===== src/rtl/imem_load_ctrl_if.sv =====
// ---------------------------------------------------------------------------
// imem_load_ctrl_if : UART byte input and imem write/status bundle
// Rev 1.0
// ---------------------------------------------------------------------------
`default_nettype none

interface imem_load_ctrl_if;
  logic        rx_valid;
  logic [7:0]  rx_data;
  logic        memcon_prog_ena;
  logic        imem_we;
  logic [31:0] imem_waddr;
  logic [31:0] imem_wdata;
  logic        load_done;
  logic        load_err;
  logic [15:0] words_loaded;

  modport master (
    output rx_valid, rx_data,
    input  memcon_prog_ena, imem_we, imem_waddr, imem_wdata,
           load_done, load_err, words_loaded
  );

  modport slave (
    input  rx_valid, rx_data,
    output memcon_prog_ena, imem_we, imem_waddr, imem_wdata,
           load_done, load_err, words_loaded
  );
endinterface

`default_nettype wire


===== src/rtl/imem_load_ctrl.sv =====
// ---------------------------------------------------------------------------
// imem_load_ctrl : parses a UART program frame and writes it into imem
// Rev 1.0
// ---------------------------------------------------------------------------
`default_nettype none

module imem_load_ctrl #(
  parameter logic [7:0]  MAGIC       = 8'hA5,
  parameter int          MAX_WORDS   = 4096,
  parameter logic [31:0] BASE_ADDR   = 32'h0000_0000,
  parameter int          TIMEOUT_CYC = 1_000_000
) (
  input  logic             clk,
  input  logic             Rst,
  imem_load_ctrl_if.slave  bus
);

  localparam logic [2:0] S_IDLE   = 3'd0;
  localparam logic [2:0] S_LEN_LO = 3'd1;
  localparam logic [2:0] S_LEN_HI = 3'd2;
  localparam logic [2:0] S_DATA   = 3'd3;
  localparam logic [2:0] S_CSUM   = 3'd4;
  localparam logic [2:0] S_DONE   = 3'd5;
  localparam logic [2:0] S_ERR    = 3'd6;

  localparam int          TW       = $clog2(TIMEOUT_CYC + 1);
  localparam logic [TW-1:0] TMO_LAST = TW'(TIMEOUT_CYC - 1);
  localparam logic [16:0] MAXW     = 17'(MAX_WORDS);

  logic [2:0]    state_q, state_d;
  logic [15:0]   len_q, len_d;
  logic [1:0]    idx_q, idx_d;
  logic [23:0]   asm_q, asm_d;
  logic [7:0]    xor_q, xor_d;
  logic [15:0]   words_q, words_d;
  logic          we_q, we_d;
  logic [31:0]   waddr_q, waddr_d;
  logic [31:0]   wdata_q, wdata_d;
  logic          done_q, done_d;
  logic          err_q, err_d;
  logic          prog_q, prog_d;
  logic [TW-1:0] tmo_q, tmo_d;
  logic          active;
  logic [15:0]   words_inc;

  assign active    = (state_q == S_LEN_LO) || (state_q == S_LEN_HI) ||
                     (state_q == S_DATA)   || (state_q == S_CSUM);
  assign words_inc = words_q + 16'd1;

  always_comb begin
    state_d = state_q;
    len_d   = len_q;
    idx_d   = idx_q;
    asm_d   = asm_q;
    xor_d   = xor_q;
    words_d = words_q;
    we_d    = 1'b0;
    waddr_d = waddr_q;
    wdata_d = wdata_q;
    done_d  = 1'b0;
    err_d   = err_q;
    prog_d  = prog_q;
    tmo_d   = '0;

    if (active) tmo_d = bus.rx_valid ? '0 : tmo_q + 1'b1;

    case (state_q)
      S_IDLE, S_ERR: begin
        if (bus.rx_valid && bus.rx_data == MAGIC) begin
          state_d = S_LEN_LO;
          prog_d  = 1'b1;
          err_d   = 1'b0;
          words_d = '0;
          xor_d   = '0;
          idx_d   = '0;
        end
      end
      S_LEN_LO: begin
        if (bus.rx_valid) begin
          len_d   = {len_q[15:8], bus.rx_data};
          state_d = S_LEN_HI;
        end
      end
      S_LEN_HI: begin
        if (bus.rx_valid) begin
          len_d = {bus.rx_data, len_q[7:0]};
          if (len_d == 16'd0 || {1'b0, len_d} > MAXW) begin
            state_d = S_ERR;
            err_d   = 1'b1;
          end else begin
            state_d = S_DATA;
          end
        end
      end
      S_DATA: begin
        if (bus.rx_valid) begin
          xor_d = xor_q ^ bus.rx_data;
          idx_d = idx_q + 2'd1;
          case (idx_q)
            2'd0:    asm_d[7:0]   = bus.rx_data;
            2'd1:    asm_d[15:8]  = bus.rx_data;
            2'd2:    asm_d[23:16] = bus.rx_data;
            default: begin
              // Lane 3 completes the word; write and count land on the same edge.
              we_d    = 1'b1;
              wdata_d = {bus.rx_data, asm_q};
              waddr_d = BASE_ADDR + {14'd0, words_q, 2'b00};
              words_d = words_inc;
              if (words_inc == len_q) state_d = S_CSUM;
            end
          endcase
        end
      end
      S_CSUM: begin
        if (bus.rx_valid) begin
          if (bus.rx_data == xor_q) begin
            state_d = S_DONE;
            done_d  = 1'b1;
            prog_d  = 1'b0;
          end else begin
            state_d = S_ERR;
            err_d   = 1'b1;
          end
        end
      end
      S_DONE:  state_d = S_IDLE;
      default: state_d = S_IDLE;
    endcase

    if (active && !bus.rx_valid && tmo_q == TMO_LAST) begin
      state_d = S_ERR;
      err_d   = 1'b1;
    end
  end

  always_ff @(posedge clk) begin
    if (!Rst) begin
      state_q <= S_IDLE;
      len_q   <= '0;
      idx_q   <= '0;
      asm_q   <= '0;
      xor_q   <= '0;
      words_q <= '0;
      we_q    <= 1'b0;
      waddr_q <= '0;
      wdata_q <= '0;
      done_q  <= 1'b0;
      err_q   <= 1'b0;
      prog_q  <= 1'b0;
      tmo_q   <= '0;
    end else begin
      state_q <= state_d;
      len_q   <= len_d;
      idx_q   <= idx_d;
      asm_q   <= asm_d;
      xor_q   <= xor_d;
      words_q <= words_d;
      we_q    <= we_d;
      waddr_q <= waddr_d;
      wdata_q <= wdata_d;
      done_q  <= done_d;
      err_q   <= err_d;
      prog_q  <= prog_d;
      tmo_q   <= tmo_d;
    end
  end

  assign bus.memcon_prog_ena = prog_q;
  assign bus.imem_we         = we_q;
  assign bus.imem_waddr      = waddr_q;
  assign bus.imem_wdata      = wdata_q;
  assign bus.load_done       = done_q;
  assign bus.load_err        = err_q;
  assign bus.words_loaded    = words_q;

endmodule

`default_nettype wire

===== src/flat_wrapper.sv =====
// flat-port wrapper written by rule: the top's interface ports become plain ports
module imem_load_ctrl_flat 
#(
  parameter logic [7:0]  MAGIC       = 8'hA5,
  parameter int          MAX_WORDS   = 4096,
  parameter logic [31:0] BASE_ADDR   = 32'h0000_0000,
  parameter int          TIMEOUT_CYC = 1_000_000
)
  (clk, Rst, bus_rx_valid, bus_rx_data, bus_memcon_prog_ena, bus_imem_we, bus_imem_waddr, bus_imem_wdata, bus_load_done, bus_load_err, bus_words_loaded);
  imem_load_ctrl_if bus_i ();
  input  logic clk;
  input  logic Rst;
  input wire logic [$bits(bus_i.rx_valid)-1:0] bus_rx_valid;
  input wire logic [$bits(bus_i.rx_data)-1:0] bus_rx_data;
  output wire logic [$bits(bus_i.memcon_prog_ena)-1:0] bus_memcon_prog_ena;
  output wire logic [$bits(bus_i.imem_we)-1:0] bus_imem_we;
  output wire logic [$bits(bus_i.imem_waddr)-1:0] bus_imem_waddr;
  output wire logic [$bits(bus_i.imem_wdata)-1:0] bus_imem_wdata;
  output wire logic [$bits(bus_i.load_done)-1:0] bus_load_done;
  output wire logic [$bits(bus_i.load_err)-1:0] bus_load_err;
  output wire logic [$bits(bus_i.words_loaded)-1:0] bus_words_loaded;
  assign bus_i.rx_valid = bus_rx_valid;
  assign bus_i.rx_data = bus_rx_data;
  assign bus_memcon_prog_ena = bus_i.memcon_prog_ena;
  assign bus_imem_we = bus_i.imem_we;
  assign bus_imem_waddr = bus_i.imem_waddr;
  assign bus_imem_wdata = bus_i.imem_wdata;
  assign bus_load_done = bus_i.load_done;
  assign bus_load_err = bus_i.load_err;
  assign bus_words_loaded = bus_i.words_loaded;
  imem_load_ctrl #(.MAGIC(MAGIC), .MAX_WORDS(MAX_WORDS), .BASE_ADDR(BASE_ADDR), .TIMEOUT_CYC(TIMEOUT_CYC)) u_core (.clk(clk), .Rst(Rst), .bus(bus_i));
endmodule

===== config.mk =====
export PLATFORM = sky130hd
export DESIGN_NAME = imem_load_ctrl_flat
export DESIGN_NICKNAME = d
export VERILOG_FILES = /design/src/rtl/imem_load_ctrl_if.sv /design/src/rtl/imem_load_ctrl.sv /design/src/flat_wrapper.sv
export SDC_FILE = /design/constraint.sdc
export NUM_CORES = 1
export LEC_CHECK = 0
export ABC_AREA = 1
export BUFFER_PORTS_ARGS = -buffer_cell sky130_fd_sc_hd__buf_2
export CAP_MARGIN = 0
export CORE_ASPECT_RATIO = 1.5
export CORE_UTILIZATION = 50
export DETAILED_ROUTE_END_ITERATION = 16
export HOLD_SLACK_MARGIN = 0.03
export PLACE_DENSITY = 0.71
export REMOVE_ABC_BUFFERS = 1
export SYNTH_ARGS = -nofsm -noshare
export SYNTH_HDL_FRONTEND = slang
export SYNTH_SLANG_ARGS = --single-unit

===== constraint.sdc =====
create_clock -name clk -period 2.1 [get_ports clk]
set_input_delay 0.315 -clock clk [delete_from_list [all_inputs] [get_ports clk]]
set_output_delay 0.315 -clock clk [all_outputs]
set_load 0.02 [all_outputs]

**Word-level counts from Yosys, hierarchy flattened**

Cells that the tools add are included.

- Add/sub/neg operators: 3
- $lt $le $gt $ge: 1
- Equal/unequal tests: 28
- Muxes and demuxes: 37
- Bitwise logic cells: 6
- Reduce and logical (&&, ||, !) cells: 32

Operator list:

| cell | number |
|---|---|
| $mux 16 | 4 |
| $pmux 16 s2 | 2 |
| $mux 3 | 9 |
| $reduce_and 3->1 | 9 |
| $mux 8 | 3 |
| $ne 3x3->1 const B | 8 |
| $add 20x1->20 const B | 1 |
| $eq 20x20->1 const B | 1 |
| $add 16x1->16 const B | 1 |
| $eq 16x16->1 | 1 |
| $gt 16x13->1 const B | 1 |
| $logic_not 16->1 | 1 |
| $pmux 8 s2 | 1 |
| $pmux 3 s5 | 1 |
| $ne 2x2->1 const B | 7 |
| $reduce_and 7->1 | 2 |
| $mux 1 | 11 |
| $eq 8x8->1 | 1 |
| $eq 8x8->1 const B | 1 |
| $reduce_and 4->1 | 2 |
| $xor 8x8->8 | 1 |
| $eq 3x2->1 const B | 2 |
| $eq 3x3->1 const B | 2 |
| $mux 2 | 3 |
| other kinds (20) | 32 |

- Register bits after elaboration: 141
- Output and inout bits: 84

**Longest topological paths before layout**

Gate-level depths: netlist of run 1.

- Word-level depth: 8
- Gate-level depth with buffers: 18

**Least setup slack after synthesis of run 1**

OpenSTA, ideal clock, no wires.

- Kind: register to register
- From: register u_core.words_q[0] (netlist: u_core.bus.words_loaded[0])
- To: register u_core.state_q[2]
- Setup time: 0.109 ns
- Data arrival time: 1.943 ns
- Required time: 1.991 ns
- Setup slack: 0.048 ns
- Cell stages (with the launch flop): 19
- Buffers on the path: 0
- Clock period less this slack: 2.052 ns
- Path through: dfxtp_1 ha_1 nand2_1 nor2_4 nand2_2 nor2_1 nand2_1 nand2_1 nand2_1 nand2_1 nand2_1 nor2_1 nand3_1 nand2_2 nand3_1 nand2_1 nand3_1 nand2_1 inv_1

- Longest elaborated chain between the ends: 4

RTL lines:

| element | line | text |
|---|---|---|
| start: declaration | imem_load_ctrl.sv:35 | `logic [15:0] words_q, words_d;` |
| start signal: assignment | imem_load_ctrl.sv:157 | `words_q <= words_d;` |
| $add 16x1->16 | imem_load_ctrl.sv:48 | `assign words_inc = words_q + 16'd1;` |
| $eq 16x16->1 | imem_load_ctrl.sv:109 | `if (words_inc == len_q) state_d = S_CSUM;` |
| $ne 3x3->1 (no source line) | -- |  |
| $reduce_and 7->1 (no source line) | -- |  |
| end signal: assignment | imem_load_ctrl.sv:152 | `state_q <= state_d;` |
| end: declaration | imem_load_ctrl.sv:30 | `logic [2:0] state_q, state_d;` |

No other way between the ends.
A chain may end at the register's enable or synchronous reset.

**Worst setup path in the final report of run 1**

- From: register u_core.words_q[1] (netlist: u_core.bus.words_loaded[1])
- To: register u_core.state_q[2]

Same word-level chain as after synthesis.

==> results of run 1 <==
stage by stage:
stage	setup TNS, ps	setup slack (ps)	cells
after floorplan	-94760	-2230	833
after global placement	-8.89	-4.46	1099
after detailed placement	-143	-62.1	1099
after CTS	0	8.18	1131
after global routing	-347	-144	1135
final	0	51.9	1135
power breakdown:
part           switching (mW)  internal [mW]  total, mW
clock network            1.22           1.81       3.03
logic                    1.11          0.593       1.70
registers               0.190           2.88       3.07
total                    2.51           5.28       7.79
state kept, by name (all words and copies together) (netlist names):
| register | count |
|---|---|
| u_core.asm_q | 24 |
| u_core.bus.imem_waddr | 16 |
| u_core.bus.imem_wdata | 32 |
| u_core.bus.imem_we | 1 |
| u_core.bus.load_done | 1 |
| u_core.bus.load_err | 1 |
| u_core.bus.memcon_prog_ena | 1 |
| u_core.bus.words_loaded | 16 |
| u_core.idx_q | 2 |
| u_core.len_q | 16 |
| u_core.state_q | 3 |
| u_core.tmo_q | 20 |
| u_core.xor_q | 8 |
routing by layer:
layer / share of wire, % / vias to the layer above / global-route usage, % / wire length [um]
met5: 0 / - / 0 / 0
met4: 1.5 / 0 / 8.13 / 241
met3: 2.9 / 20 / 4.10 / 470
met2: 53 / 114 / 46.8 / 8570
met1: 43 / 2750 / 29.1 / 6980
li1: - / 3035 / - / -
cells in the mapped netlist (2+ instances only):
master	instances
sky130_fd_sc_hd__nand3b_1	6
sky130_fd_sc_hd__nor2_4	4
sky130_fd_sc_hd__buf_4	18
sky130_fd_sc_hd__a21oi_1	71
sky130_fd_sc_hd__o21ai_1	5
sky130_fd_sc_hd__nor2_1	145
sky130_fd_sc_hd__nor2_2	7
sky130_fd_sc_hd__clkbuf_1	24
sky130_fd_sc_hd__o21ai_2	2
sky130_fd_sc_hd__nand3_1	39
sky130_fd_sc_hd__buf_1	2
sky130_fd_sc_hd__dfxtp_1	141
sky130_fd_sc_hd__xor2_1	10
sky130_fd_sc_hd__a211oi_2	3
sky130_fd_sc_hd__ha_1	6
sky130_fd_sc_hd__buf_2	11
sky130_fd_sc_hd__a211oi_1	15
sky130_fd_sc_hd__nand4_1	12
sky130_fd_sc_hd__nand2_2	10
sky130_fd_sc_hd__inv_1	70
sky130_fd_sc_hd__nand2_1	124
sky130_fd_sc_hd__nor3_4	2
sky130_fd_sc_hd__nor3b_1	2
sky130_fd_sc_hd__nor3_1	10
sky130_fd_sc_hd__o21bai_1	2
sky130_fd_sc_hd__nor4_1	2
sky130_fd_sc_hd__nand3_2	2
sky130_fd_sc_hd__inv_2	10
sky130_fd_sc_hd__a31oi_1	7
sky130_fd_sc_hd__o211a_1	5
sky130_fd_sc_hd__xnor2_1	5
sky130_fd_sc_hd__o21ai_0	90
layout make-up:
class,count,area (um2)
fill,1191,4710
multi-input combinational,611,3190
sequential,141,2830
timing repair buffer,114,673
clock buffer,19,443
inverter,81,304
tap,156,195
clock inverter,13,154
worst min-delay path, delay by kind of cell:
kind | cells | cell delay [ps]
buffers and inverters | 1 | 140
AO/OA/AOI/OAI | 2 | 190
logic make-up (layout without fill, tap and decap cells):
logic type	after synthesis	after routing	share of synthesized area, %
XOR/XNOR	15	15	2.04
flip-flops	141	141	43.8
adder cells (fa/ha/maj)	6	6	1.17
buffers and inverters	137	227	9.36
AO/OA/AOI/OAI	203	203	17.6
AND/OR/NAND/NOR	371	371	25.9
other	1	16	0.0582
what timing repair did:
item	CTS	global route
gates cloned	0	0
resized for setup	5	35
pin swaps	1	16
setup buffers	0	4
hold buffers	0	0
endpoints found under the setup margin	3	5
cell usage in the layout, fill, tap and decap left out, drive strengths merged:
cell      synthesis  final
nor3             12     12
a31oi             7      7
nor3b             2      2
conb              1     16
nand3b            6      6
ha                6      6
o21bai            2      2
a221oi            1      1
o2111ai           1      1
o211a             5      5
xnor2             5      5
a21oi            71     71
or2               2      2
xor2             10     10
nand3            41     41
o21ai            97     97
nand2           135    135
nor4              2      2
clkinvlp          0      1
a211oi           18     18
dfxtp           141    141
nor2            156    156
nand4            14     14
clkbuf           24     19
a31o              1      1
bufinv            0      2
inv              80     86
buf              32    114
and3              1      1
clkinv            1      5
worst max-delay path by stage:
stage	endpoint	slack, ps	cells past startpoint
6_report	u_core.state_q[2]$_SDFFE_PN0P_	50	16
5_1_grt	u_core.state_q[1]$_SDFFE_PN0P_	-140	18
4_1_cts	u_core.tmo_q[18]$_SDFF_PP0_	8	14
3_5_place_dp	u_core.state_q[1]$_SDFFE_PN0P_	-60	16
3_3_place_gp	u_core.state_q[1]$_SDFFE_PN0P_	-4	16
2_1_floorplan	u_core.bus.words_loaded[0]$_SDFFE_PN0P_	-2230	8
==> metrics.log, run 1 <==
INFO  metric die_w = 94.7 um
INFO  metric cts_buffer_depth = 2
INFO  metric worst-setup-path-type = reg2reg
INFO  metric post_drt_wl_per_cell = 14.3 um
INFO  metric cp_startpoint = u_core.bus.words_loaded[1]$_SDFFE_PN0P_
INFO  metric drv_cap = 0
INFO  metric clock_skew = 11.3 ps
INFO  metric min-delay-path-class = in2reg
INFO  metric tritoncts.num_buffers = 17
INFO  metric ys_types = 44
INFO  metric ff2ff_path_depth = 16
INFO  metric synthTopCellsByArea = sky130_fd_sc_hd__dfxtp_1 44%, sky130_fd_sc_hd__nor2_1 8.5%, sky130_fd_sc_hd__nand2_1 7.2%
INFO  metric worst_path_dominant_cell_family = simple AND/OR/NAND/NOR gates
INFO  metric synth.largest_area_cell = sky130_fd_sc_hd__dfxtp_1
INFO  metric cp_slowest_cell = sky130_fd_sc_hd__dfxtp_2
INFO  metric power = 7.79 mW
INFO  metric min_delay_endpoint = u_core.len_q[2]$_SDFFE_PN0P_
INFO  metric finalNetCount = 983
INFO  metric die_height = 141 um
INFO  metric floorplan.initialDensity = 51.5%
INFO  metric synth_top_area_share = 43.8%
INFO  metric status = completed
INFO  metric layout_worst_path_cycle_share = 97.5%
INFO  metric crit_top_cell = sky130_fd_sc_hd__nand2_1
INFO  metric area_of_the_mapped_netlist = 6440 um2
INFO  metric drtPass1Iterations = 4
INFO  metric synth_cells = 874
INFO  metric slowest_stage_delay_on_critical_path = 350 ps
INFO  metric post_synth.cell_area_avg = 7.37 um2
INFO  metric synth-async-reset-ratio = 0%
INFO  metric critPathRequiredTime = 2420 ps
INFO  metric synth-main-ff-cell = sky130_fd_sc_hd__dfxtp_1
INFO  metric ff2ff_setup_slack = 50 ps
INFO  metric core.rowCount = 50
INFO  metric first_global_vias = 5561
INFO  metric postLayoutCoreUtil = 62.3%
INFO  metric n_antenna_cell = 0
INFO  metric grt_use_total = 25.4%
INFO  metric leakagePower = 3.51 nW
INFO  metric clock_sink_count = 141
INFO  metric worstHoldPathCells = 3
INFO  metric grt_pass1_wl = 26.4 mm
INFO  metric cp_max_fo = 5
INFO  metric cts_htree_levels = 4
INFO  metric final-setup-viol-count = 0
INFO  metric route.vias.total = 5919
INFO  metric slew_viol_final = 0
INFO  metric area_growth_syn_to_layout = 21.1%
INFO  metric irDropWorstVdd = 0.613 mV
INFO  metric crit-reg2reg-launch = u_core.bus.words_loaded[1]$_SDFFE_PN0P_
INFO  metric detail_route.drc_violations = 0
INFO  metric finalWirelength = 16.3 mm
INFO  metric grt_overflow = 0
INFO  metric root_buffer = sky130_fd_sc_hd__clkbuf_16
INFO  metric detailedPlacementHpwl = 11.4 mm
INFO  metric worst_slew_margin_rel = 62.0%
INFO  metric placed_area = 7040 um2
INFO  metric timing.hold.ws = 288 ps
INFO  metric design.portCount = 95
INFO  metric synth-edff-count = 0
INFO  metric fmax = 488 MHz
INFO  metric power.density_cell_area = 1000 nW/um2
INFO  metric crit_path_end_kind = flip-flop
INFO  metric cts_tree = yes
INFO  metric hp-start = bus_rx_data[2]
INFO  metric period_needed = 2050 ps
INFO  metric initial_antenna_violation_count = 0
INFO  metric postLayoutCellArea = 7800 um2
INFO  metric synth_sequential_area_ratio = 43.8%
INFO  metric hold_violations = 0
INFO  metric drtIter0Drc = 267
INFO  metric start_kind = flip-flop
INFO  metric yosysWarnings = 0
INFO  metric grt_setup_unrepaired = true
INFO  metric worst_setup_hold_path_clk_slew = 60 ps
INFO  metric routabilityCongestion = 0.896
INFO  metric timing.critical_path.buf_inv = 2
INFO  metric clkLatencyLatePin = 420 ps
INFO  metric place.port_buffers = 78
INFO  metric ys_ff_latch = 141
INFO  metric worst_ep_arrival_time = 2370 ps
INFO  metric worst-slew-pin-transition = 570 ps
INFO  metric core_area = 12500 um2
INFO  metric grt_start_max_net_pins = 73
INFO  metric routed_via_density = 5.21
INFO  metric cp_cell_sequence = buf_4 -> nand3_4 -> nor2_4 -> nand4_1 -> nand2_1 -> nand2_1 -> nand2_1 -> nand2_1 -> nor2_2 -> nand3_2 -> nand2_4 -> nand3_2 -> nand2_1 -> nand3_1 -> nand2_1 -> inv_1
INFO  metric r2r_end = u_core.state_q[2]$_SDFFE_PN0P_
INFO  metric antenna_violating_nets_post_route = 0
INFO  metric drive_gt1_share = 22.6%
INFO  metric fp.dieArea = 13300 um2
(Power assumes the default switching activity.)
==> run 2, diff against run 1 <==
Settings changed: CORE_MARGIN from default to 5, HOLD_SLACK_MARGIN 0.03 to 0.06.
==> metrics.log, run 2 (same netlist as run 1, synthesis figures left out) <==
INFO  metric drive_gt1_share = 21.8% (-0.81 points)
INFO  metric design.portCount = 95 (unchanged)
INFO  metric detail_route.drc_violations = 0 (unchanged)
INFO  metric cp_cell_sequence = nand2_1 -> nor2_2 -> nand2_1 -> nor2_1 -> nand2_1 -> nand2_1 -> nand2_1 -> nand2_1 -> nand2_1 -> nor2_1 -> nand3_1 -> nand2_2 -> nand3_2 -> nand2_1 -> nand3_1 -> nand2_1 -> inv_1
INFO  metric finalWirelength = 15.8 mm (-2.7%)
INFO  metric timing.hold.ws = 281 ps (-6.41 ps)
INFO  metric grt_start_max_net_pins = 61 (-16%)
INFO  metric initial_antenna_violation_count = 0 (unchanged)
INFO  metric finalNetCount = 978 (-0.51%)
INFO  metric commonest_cells_after_routing_fill_and_taps_aside = 138 x sky130_fd_sc_hd__nor2_1, 132 x sky130_fd_sc_hd__dfxtp_1, 119 x sky130_fd_sc_hd__nand2_1
INFO  metric grt_use_total = 20.9% (-4.4 points)
INFO  metric postLayoutCoreUtil = 61.8% (-0.55 points)
INFO  metric slowest_stage_delay_on_critical_path = 390 ps (+40 ps)
INFO  metric clock_sink_count = 141 (unchanged)
INFO  metric tritoncts.num_buffers = 17 (unchanged)
INFO  metric worst-setup-path-type = reg2reg
INFO  metric crit_path_end_kind = flip-flop
INFO  metric antenna_violating_nets_post_route = 0 (unchanged)
INFO  metric largest_register_ff_count = 32 (unchanged)
INFO  metric cp_slowest_cell = sky130_fd_sc_hd__dfxtp_1
INFO  metric floorplan.initialDensity = 51.2% (-0.26 points)
INFO  metric routed_via_density = 5.18 (-0.73%)
INFO  metric postLayoutCellArea = 7770 um2 (-0.39%)
INFO  metric start_kind = flip-flop
INFO  metric critPathRequiredTime = 2410 ps (about the same)
INFO  metric clkLatencyLatePin = 420 ps (about the same)
INFO  metric cts_buffer_depth = 2 (unchanged)
INFO  metric irDropWorstVdd = 0.558 mV (-9.1%)
INFO  metric hold_buffers = 0 (unchanged)
INFO  metric timing.critical_path.buf_inv = 1 (-1)
INFO  metric n_antenna_cell = 0 (unchanged)
INFO  metric power.density_cell_area = 994 nW/um2 (-0.55%)
INFO  metric final-setup-viol-count = 0 (unchanged)
INFO  metric fmax = 498 MHz (+1.9%)
INFO  metric route.vias.total = 5850 (-1.2%)
INFO  metric fp.dieArea = 15300 um2 (+15%)
INFO  metric place.port_buffers = 78 (unchanged)
INFO  metric min-delay-path-class = in2reg
INFO  metric worst_path_dominant_cell_family = simple AND/OR/NAND/NOR gates
INFO  metric grt_pass1_wl = 26.0 mm (-1.7%)
INFO  metric worst_ep_arrival_time = 2320 ps (-50 ps)
INFO  metric drv_cap = 0 (unchanged)
INFO  metric detailedPlacementHpwl = 11.0 mm (-3.8%)
INFO  metric core.rowCount = 50 (unchanged)
INFO  metric area_growth_syn_to_layout = 20.6%
INFO  metric crit_top_cell = sky130_fd_sc_hd__nand2_1
INFO  metric drtIter0Drc = 291 (+9.0%)
INFO  metric drtPass1Iterations = 4 (unchanged)
INFO  metric first_global_vias = 5533 (-0.50%)
INFO  metric cts_tree = yes
INFO  metric die_w = 103 um (+8.5%)
INFO  metric period_needed = 2010 ps (-38.9 ps)
INFO  metric core_area = 12600 um2 (+0.50%)
INFO  metric status = completed
INFO  metric slew_viol_final = 0 (unchanged)
INFO  metric die_height = 149 um (+5.7%)
INFO  metric most_common_cell_after_layout_fill_and_taps_aside = sky130_fd_sc_hd__nor2_1
INFO  metric cts_htree_levels = 4 (unchanged)
INFO  metric grt_overflow = 0 (unchanged)
INFO  metric placed_area = 7000 um2 (-0.64%)
INFO  metric root_buffer = sky130_fd_sc_hd__clkbuf_16
INFO  metric clock_skew = 10.2 ps (-1.16 ps)
INFO  metric worst_setup_hold_path_clk_slew = 60 ps (about the same)
INFO  metric layout_worst_path_cycle_share = 95.7% (-1.9 points)
INFO  metric routabilityCongestion = 0.906 (+1.1%)
INFO  metric grt_setup_unrepaired = true
INFO  metric hold_violations = 0 (unchanged)
INFO  metric post_drt_wl_per_cell = 14.0 um (-2.2%)
INFO  metric leakagePower = 3.48 nW (-0.86%)
INFO  metric cp_max_fo = 4 (-1)
## run 2: changes by cell type in the layout (fill, tap and decap cells not counted), moves of 2 or more
cell | before | now
sky130_fd_sc_hd__buf_4 | 35 | 29
sky130_fd_sc_hd__nor2_2 | 12 | 6
sky130_fd_sc_hd__nor2_4 | 8 | 12
sky130_fd_sc_hd__dfxtp_2 | 6 | 9
sky130_fd_sc_hd__nand3_1 | 33 | 36
sky130_fd_sc_hd__nand3_2 | 7 | 4
sky130_fd_sc_hd__clkinvlp_4 | 1 | 3
sky130_fd_sc_hd__dfxtp_1 | 134 | 132
sky130_fd_sc_hd__inv_1 | 68 | 70
sky130_fd_sc_hd__inv_2 | 12 | 10
sky130_fd_sc_hd__nor2_1 | 136 | 138
## run 2: timing repair
item	in CTS	in global routing
gates resized for setup	0	38
endpoints found under the setup margin	0	6
setup buffers	0	5
## run 2: metal layers
metal	GRT usage, %	share of wire (%)	vias up
met4	8.08	2.4	0
met5	0	0	-
met1	25.7	43	2660
met3	4.49	5.1	32
met2	35.4	50	149
li1	-	-	3009
## run 2: layout make-up
type                    count  area, um2
repair buffers            109        639
flip-flops and latches    141       2830
clock inverters            14        158
multi-input cells         611       3200
inverters                  81        304
well taps                 156        195
clock buffers              18        439
fillers                  1147       4810
## run 2: power breakdown
part	internal [mW]	switching (mW)
registers	2.88	0.196
clock network	1.80	1.21
logic	0.578	1.06
## run 2: worst min-delay path, delay by kind of cell
kind / cells / cell delay (ps)
buffers and inverters: 1 / 130
AO/OA/AOI/OAI: 2 / 190
## run 2: final timing paths
| kind | from | endpoint | slack, ps | depth (start not counted) |
|---|---|---|---|---|
| setup / recovery | u_core.bus.words_loaded[7]$_SDFFE_PN0P_ | u_core.state_q[2]$_SDFFE_PN0P_ | 90 | 17 |
| hold reg to reg | u_core.tmo_q[3]$_SDFF_PP0_ | u_core.tmo_q[3]$_SDFF_PP0_ | 470 | 2 |
| setup reg to reg | u_core.bus.words_loaded[7]$_SDFFE_PN0P_ | u_core.state_q[2]$_SDFFE_PN0P_ | 90 | 17 |
| hold / removal | bus_rx_data[7] | u_core.len_q[7]$_SDFFE_PN0P_ | 280 | 3 |
## run 2: per-stage QoR
step	worst slack (ps)	power (mW)	setup TNS (ps)	cells
detailed placement	37.5	4.72	0	1093
floorplan	-2230	4.24	-94760	833
finish	90.8	7.72	0	1130
CTS	24.9	7.73	0	1125
global placement	87.7	4.71	0	1093
global route	-68.3	8.09	-156	1130
